### config.mk
export PLATFORM = sky130hd
export DESIGN_NAME = pc_fetch_unit
export DESIGN_NICKNAME = d
export VERILOG_FILES = /design/src/rtl/mips_pkg.sv /design/src/rtl/pc_next_sel.sv /design/src/rtl/pc_fetch_unit.sv
export SDC_FILE = /design/constraint.sdc
export NUM_CORES = 1
export LEC_CHECK = 0
export ABC_AREA = 1
export CAP_MARGIN = 20
export CORE_MARGIN = 2
export CORE_UTILIZATION = 30
export DETAILED_ROUTE_END_ITERATION = 10
export HOLD_SLACK_MARGIN = 0.06
export SYNTH_ARGS = -nofsm -noshare
export SYNTH_HDL_FRONTEND = slang
export SYNTH_SLANG_ARGS = --single-unit
### constraint.sdc
create_clock -name clk -period 7.7 [get_ports clk]
set_input_delay 1.54 -clock clk [delete_from_list [all_inputs] [get_ports clk]]
set_output_delay 1.54 -clock clk [all_outputs]
set_load 0.03 [all_outputs]
### src/rtl/mips_pkg.sv
// Shared definitions for the MIPS fetch front end: FSM states, J-type target
// field positions and the default reset vector.
package mips_pkg;

    typedef enum logic [1:0] {
        IDLE  = 2'd0,
        FETCH = 2'd1,
        EXEC  = 2'd2,
        HALT  = 2'd3
    } fetch_state_e;

    localparam int JIDX_MSB      = 25;
    localparam int PC_REGION_MSB = 31;
    localparam int PC_REGION_LSB = 28;

    localparam logic [31:0] DEFAULT_RESET_PC = 32'h0000_0000;

endpackage

### src/rtl/pc_next_sel.sv
// Next-PC selection for the fetch unit: resolves jr > j > branch > sequential
// and flags a jr to a non-word-aligned target.
module pc_next_sel
    import mips_pkg::*;
(
    input  logic [31:0] pc_plus4,
    input  logic [31:0] instr,
    input  logic [31:0] simm,
    input  logic [31:0] jr_target,
    input  logic        branch_taken,
    input  logic        jump,
    input  logic        jump_reg,
    output logic [31:0] next_pc,
    output logic        misaligned_hit
);

    logic [31:0] jump_target;
    logic [31:0] branch_target;
    logic [5:0]  unused_opcode;

    // The opcode bits never contribute to a target; they are only decoded upstream.
    assign unused_opcode = instr[31:26];

    assign jump_target   = {pc_plus4[PC_REGION_MSB:PC_REGION_LSB], instr[JIDX_MSB:0], 2'b00};
    assign branch_target = pc_plus4 + (simm << 2);

    always_comb begin
        next_pc        = pc_plus4;
        misaligned_hit = 1'b0;
        if (jump_reg) begin
            next_pc        = jr_target;
            misaligned_hit = (jr_target[1:0] != 2'b00);
        end else if (jump) begin
            next_pc = jump_target;
        end else if (branch_taken) begin
            next_pc = branch_target;
        end
    end

endmodule

### src/rtl/pc_fetch_unit.sv
// PC register and instruction-fetch FSM: fetches over a req/ack handshake,
// holds the instruction for decode and advances the PC from pc_next_sel.
module pc_fetch_unit
    import mips_pkg::*;
#(
    parameter logic [31:0] RESET_PC = DEFAULT_RESET_PC,
    parameter int          ADDR_W   = 32
) (
    input  logic              clk,
    input  logic              rst,
    output logic              imem_req,
    output logic [ADDR_W-1:0] imem_addr,
    input  logic              imem_ack,
    input  logic [31:0]       imem_rdata,
    output logic [31:0]       instr,
    output logic              instr_valid,
    output logic [ADDR_W-1:0] pc,
    output logic [ADDR_W-1:0] pc_plus4,
    input  logic              stall,
    input  logic              branch_taken,
    input  logic              jump,
    input  logic              jump_reg,
    input  logic [31:0]       simm,
    input  logic [31:0]       jr_target,
    output logic              misaligned
);

    fetch_state_e state_q, state_d;
    logic [31:0]  pc_q, pc_d;
    logic [31:0]  instr_q, instr_d;
    logic         misaligned_q, misaligned_d;

    logic [31:0]  next_pc;
    logic         misaligned_hit;

    assign pc_plus4 = pc_q + 32'd4;

    pc_next_sel u_pc_next_sel (
        .pc_plus4       (pc_plus4),
        .instr          (instr_q),
        .simm           (simm),
        .jr_target      (jr_target),
        .branch_taken   (branch_taken),
        .jump           (jump),
        .jump_reg       (jump_reg),
        .next_pc        (next_pc),
        .misaligned_hit (misaligned_hit)
    );

    always_ff @(posedge clk) begin
        if (rst) begin
            state_q      <= IDLE;
            pc_q         <= RESET_PC;
            instr_q      <= 32'h0;
            misaligned_q <= 1'b0;
        end else begin
            state_q      <= state_d;
            pc_q         <= pc_d;
            instr_q      <= instr_d;
            misaligned_q <= misaligned_d;
        end
    end

    // A bad jr parks the core in HALT with the faulting PC still visible.
    always_comb begin
        state_d      = state_q;
        pc_d         = pc_q;
        instr_d      = instr_q;
        misaligned_d = misaligned_q;
        unique case (state_q)
            IDLE:  state_d = FETCH;
            FETCH: begin
                if (imem_ack) begin
                    instr_d = imem_rdata;
                    state_d = EXEC;
                end
            end
            EXEC: begin
                if (!stall) begin
                    if (misaligned_hit) begin
                        misaligned_d = 1'b1;
                        state_d      = HALT;
                    end else begin
                        pc_d    = next_pc;
                        state_d = FETCH;
                    end
                end
            end
            HALT:    state_d = HALT;
            default: state_d = IDLE;
        endcase
    end

    assign imem_req    = (state_q == FETCH);
    assign instr_valid = (state_q == EXEC);
    assign imem_addr   = pc_q;
    assign pc          = pc_q;
    assign instr       = instr_q;
    assign misaligned  = misaligned_q;

endmodule

==> results.sh, run 1 <==
export IMPL_postLayoutCellArea_um2=9052
export IMPL_drv_cap=0
export IMPL_yosysTopAreaCell="dfxtp_1"
export IMPL_initialDrtViolationCount=444
export IMPL_diodes=0
export IMPL_cp_required_ps=6160
export IMPL_cts_tree="yes"
export IMPL_worstSetupStartpointType="flop"
export IMPL_cts_buffers=9
export IMPL_postCtsSetupBuffers=0
export IMPL_max_freq_mhz=223.4
export IMPL_synth_area_leaders="dfxtp_1, nand2_1, nor2_1"
export IMPL_status="finished clean"
export IMPL_grt_pass1_wl_um=38700
export IMPL_finalPower_mw=1.097
export IMPL_cp_top_family="buffers and inverters"
export IMPL_drt_pass1_iterations=5
export IMPL_io_buffers=231
export IMPL_grt_usage_pct=22.30
export IMPL_nets=1443
export IMPL_setup_viol=0
export IMPL_synth_avg_cell_area_um2=5.731
export IMPL_max_stage_delay_ps=770
export IMPL_finalCritPeriodShare_pct=58.14
export IMPL_period_needed_ps=4477
export IMPL_hold_class="flop to flop"
export IMPL_die_x_um=149.9
export IMPL_synth_edf_count=0
export IMPL_clkSlewWorstSetupHoldPaths_ps=60
export IMPL_synthesis_nets=1255
export IMPL_place_congestion=0.9002
export IMPL_grt_max_degree=40
export IMPL_fin_ws_ps=3223
export IMPL_syn2layout_area_growth_pct=41.67
export IMPL_dpl_cell_area_um2=8721
export IMPL_start_util_pct=30.49
export IMPL_ctsLongestPathBuffers=2
export IMPL_fp_row_count=53
export IMPL_cp_max_fo=7
export IMPL_grt_use_met1_pct=30.36
export IMPL_cts_resized_gates=0
export IMPL_wl_per_cell_um=16.20
export IMPL_ios=234
export IMPL_die_area_um2=22480
export IMPL_fin_skew_ps=4.325
export IMPL_ys_async_sr_fraction_pct=0
export IMPL_synth_seq_cells=67
export IMPL_drive_gt1_share_pct=4.285
export IMPL_busiest_layer="met2"
export IMPL_path_buf_inv=1
export IMPL_rsz0062_at_grt="false"
export IMPL_ctsHoldBuffers=0
export IMPL_drt_total_wl_um=25620
export IMPL_grt_util_met3_pct=3.171
export IMPL_ys_seq_area_share_pct=20.99
export IMPL_synth_top_area_share_pct=20.99
export IMPL_fin_util_pct=43.20
export IMPL_synthCells=1115
export IMPL_grt_overflow=0
export IMPL_post_place_ws_ps=3388
export IMPL_n_fill_cell=2274
export IMPL_powerDensity_nw_per_um2=121.2
export IMPL_remaining_drc_errors=0
export IMPL_synth_area_um2=6390
export IMPL_synth_main_ff_cell="dfxtp_1"
export IMPL_clockRootBuffer="clkbuf_16"
export IMPL_crit_path_end_kind="output pin"
export IMPL_relSlewSlack_pct=49.51
export IMPL_via_count=7597
export IMPL_insertion_delay_ps=330
export IMPL_cp_common_cell="nor2_1"
export IMPL_hpwlAfterDp_um=20800
export IMPL_ir_drop_mv=0.09593
export IMPL_crit_slowest_cell="clkdlybuf4s50_1"
export IMPL_worst_pin_slew_ps=755.6
export IMPL_antenna_found_initial=0
export IMPL_core_area_um2=20960
export IMPL_grt_use_met2_pct=36.89
export IMPL_fp_dieH_um=149.9
export IMPL_synth_cell_types=42
export IMPL_slew_violations=0
export IMPL_cts_htree_levels=3
export IMPL_crit_path_cell_trace="ha_1 > nand3_2 > nor2_1 > nand2_1 > nor2_1 > xor2_1 > clkdlybuf4s50_1"
export IMPL_power_leakage_nw=4.212
export IMPL_final_setup_tns_ps=0
export IMPL_cts_sinks=67
export IMPL_cp_arrival_ps=2940
export IMPL_hold_violations=0
export IMPL_ys_warn_count=0
export IMPL_ant_nets=0
export IMPL_grt_pass1_vias=7163
export IMPL_path_class="flop to output pin"
export IMPL_viasPerCell=4.802
-- registers in the layout, indices dropped and copies added, names as in the netlist --
signal and flops:
imem_addr 32, instr 32, state_q 2, misaligned 1
-- kinds of logic after synthesis --
logic type / count (synthesis) / share of synthesized area, %
buffers and inverters: 203 / 14.24
and+or+nand+nor: 616 / 40.63
AOI/OAI and AO/OA: 179 / 15.00
DFF: 67 / 20.99
xor gates and xnor gates: 13 / 1.782
adders and majority gates: 37 / 7.362
-- worst paths after layout --
path | startpoint | to | slack (ps) | cells after the start
max | imem_addr[2] | pc_plus4[16] | 3220 | 7
min reg2reg | misaligned | misaligned | 470 | 2
max reg2reg | imem_addr[2] | imem_addr[20] | 4140 | 18
min | misaligned | misaligned | 470 | 2
-- power by group --
part	internal [mW]	total, mW	switching [mW]
sequential	0.365	0.384	0.0197
clock	0.248	0.400	0.152
combinational	0.134	0.312	0.178
total	0.747	1.10	0.350
-- synth_stat cells, drive strengths merged, types with 3 or more instances --
cell type,n
ha,36
or2,7
a21o,4
o21bai,4
o211ai,5
nand3b,5
nor3,17
a21oi,91
xor2,10
dfxtp,67
nand4,9
nand2,327
nor2,177
buf,40
xnor2,3
o21ai,68
clkbuf,24
nand3,71
inv,138
-- worst reg2reg max path, delay by kind of cell (launching register included) --
kind                       cells  cell delay (ps)
and+or+nand+nor               11             1330
buffers and inverters          2              160
DFF                            1              500
xor gates and xnor gates       1              430
AOI/OAI and AO/OA              2              380
adders and majority gates      2              610
-- area by class of cell --
type                    instances  area (um2)  area share (%)
well taps                     275       344.1           3.801
flip-flops and latches         67        1341           14.82
repair buffers                241        2427           26.81
multi-input cells             845        4141           45.75
clock inverters                 3       40.04          0.4423
clock buffers                  12       236.5           2.612
inverters                     139       521.8           5.764
-- layout by cell type (no fill, tap or decap), types with 5 or more instances in the layout --
cell,count
nand3_1,70
clkbuf_16,9
nor2_2,7
ha_1,36
dfxtp_1,67
nor3_2,5
buf_4,8
nand2_1,319
nor2_1,165
xor2_1,10
nand3b_1,5
nand2_2,7
clkdlybuf4s50_1,231
o211ai_1,5
a21oi_1,89
or2_2,5
nor3_1,12
nor2_4,5
inv_1,137
nand4_1,9
o21ai_0,65
-- metrics by stage --
| stage | hold WS, ps | std cells |
|---|---|---|
| CTS | 479.8 | 1580 |
| global placement | 455.4 | 1565 |
| global route | 510.0 | 1582 |
| finish | 473.8 | 1582 |
| floorplan | 576.5 | 1115 |
| detailed placement | 466.7 | 1565 |
-- routing by layer --
metal	routed length, um	vias to the layer above
met2	11740	269
met5	0	-
met4	482	0
met3	1746	27
li1	-	3896
met1	11660	3405
Power figures use the tool's default switching activity.
==> run 2: changes to the inputs <==
clock period = 4.66 ns   (was 7.7 ns; I/O delays follow)
==> results.sh, run 2 (same netlist as run 1, synthesis figures left out) <==
export IMPL_busiest_layer="met2"
export IMPL_cp_arrival_ps=2870
export IMPL_status="finished clean"
export IMPL_ant_nets=0
export IMPL_cts_resized_gates=0
export IMPL_ctsLongestPathBuffers=2
export IMPL_place_congestion=0.9165
export IMPL_insertion_delay_ps=330
export IMPL_initialDrtViolationCount=381
export IMPL_final_cell_mix="nand2_1, clkdlybuf4s50_1, nor2_1, inv_1, a21oi_1"
export IMPL_finalCritPeriodShare_pct=81.68
export IMPL_whs_ps=470.6
export IMPL_path_class="flop to output pin"
export IMPL_relSlewSlack_pct=30.72
export IMPL_max_freq_mhz=262.7
export IMPL_fp_row_count=53
export IMPL_postCtsSetupBuffers=0
export IMPL_grt_overflow=0
export IMPL_clockRootBuffer="clkbuf_16"
export IMPL_layout_commonest_cell="nand2_1"
export IMPL_final_setup_tns_ps=0
export IMPL_diodes=0
export IMPL_cts_htree_levels=3
export IMPL_grt_pass1_vias=7184
export IMPL_crit_path_end_kind="output pin"
export IMPL_core_area_um2=20960
export IMPL_place_inst=1567
export IMPL_max_stage_delay_ps=780
export IMPL_period_needed_ps=3806
export IMPL_ctsHoldBuffers=0
export IMPL_hold_class="flop to flop"
export IMPL_grt_pass1_wl_um=38940
export IMPL_hpwlAfterDp_um=21170
export IMPL_via_count=7568
export IMPL_cp_max_fo=7
export IMPL_cts_sinks=67
export IMPL_stdcell_count=1582
export IMPL_fin_skew_ps=6.822
export IMPL_die_x_um=149.9
export IMPL_io_buffers=231
export IMPL_grt_usage_pct=22.62
export IMPL_ir_drop_mv=0.1717
export IMPL_rr_worst_depth=19
export IMPL_die_area_um2=22480
export IMPL_worstSetupStartpointType="flop"
export IMPL_grt_util_met3_pct=3.171
export IMPL_powerDensity_nw_per_um2=203.2
export IMPL_syn2layout_area_growth_pct=41.51
export IMPL_grt_use_met2_pct=37.21
export IMPL_remaining_drc_errors=0
export IMPL_antenna_found_initial=0
export IMPL_wl_per_cell_um=16.31
export IMPL_crit_path_cell_trace="ha_1 > nand3_2 > inv_1 > nand4_1 > xnor2_1 > clkdlybuf4s50_1"
export IMPL_rsz0062_at_grt="false"
export IMPL_grt_max_degree=40
export IMPL_slew_violations=0
export IMPL_ios=234
export IMPL_drt_total_wl_um=25810
export IMPL_drt_pass1_iterations=5
export IMPL_setup_viol=0
export IMPL_worst_pin_slew_ps=1038
export IMPL_drive_gt1_share_pct=4.438
export IMPL_power_leakage_nw=4.208
export IMPL_drv_cap=0
export IMPL_viasPerCell=4.784
export IMPL_cts_buffers=9
export IMPL_fp_dieH_um=149.9
export IMPL_nets=1443
export IMPL_cp_required_ps=3730
export IMPL_grt_use_met1_pct=30.71
export IMPL_clkSlewWorstSetupHoldPaths_ps=60
export IMPL_hold_violations=0
export IMPL_hold_depth=2
export IMPL_start_util_pct=30.49
export IMPL_cts_tree="yes"
export IMPL_crit_slowest_cell="clkdlybuf4s50_1"
==> run 2: changes by cell type in the layout (fill, tap and decap cells not counted), sizes merged <==
cell      previous run  this run
clkbuf              12        11
clkinvlp             0         1
==> run 2: stage by stage <==
| stage | setup slack (ps) | utilization [%] | cell area, um2 | power, mW |
|---|---|---|---|---|
| 2_1_floorplan | 1258 | - | 6390 | 0.9169 |
| 3_3_place_gp | 1191 | 41.75 | 8748 | 1.156 |
| 3_5_place_dp | 1211 | 41.75 | 8748 | 1.157 |
| 4_1_cts | 842.7 | 43.15 | 9042 | 1.852 |
| 5_1_grt | 644.0 | 43.15 | 9042 | 1.919 |
| 6_report | 853.8 | 43.15 | 9042 | 1.838 |
==> run 2: power breakdown <==
part	switching, mW	internal (mW)
Combinational	0.295	0.218
Clock	0.264	0.426
Sequential	0.0318	0.602
Total	0.591	1.25
==> run 2: final timing paths <==
check | from | end | slack, ps
worst min register to register | misaligned | misaligned | 470
worst min-delay path | misaligned | misaligned | 470
worst max-delay path | imem_addr[2] | pc_plus4[18] | 850
worst max register to register | imem_addr[7] | imem_addr[21] | 1130
==> run 2: critical path: cells and delay by family (launching register included) <==
kind	cells	cell delay (ps)
fa+ha+maj	1	300
flops	1	500
xor+xnor	1	510
simple gates	2	280
buf+inv	2	940
==> run 2: layout make-up <==
cell class,count,area [um2]
tap,275,344.1
clock buffer,11,242.7
inverter,139,521.8
sequential,67,1341
timing repair buffer,241,2400
multi-input combinational,845,4141
fill,2309,11910
clock inverter,4,51.30
==> run 2: routing by layer <==
layer | routed length (um) | part of all wire, % | vias to the layer above
met5 | 0 | 0 | -
met4 | 515 | 2.0 | 0
met3 | 1678 | 6.5 | 26
met2 | 11760 | 46 | 237
met1 | 11860 | 46 | 3413
li1 | - | - | 3892
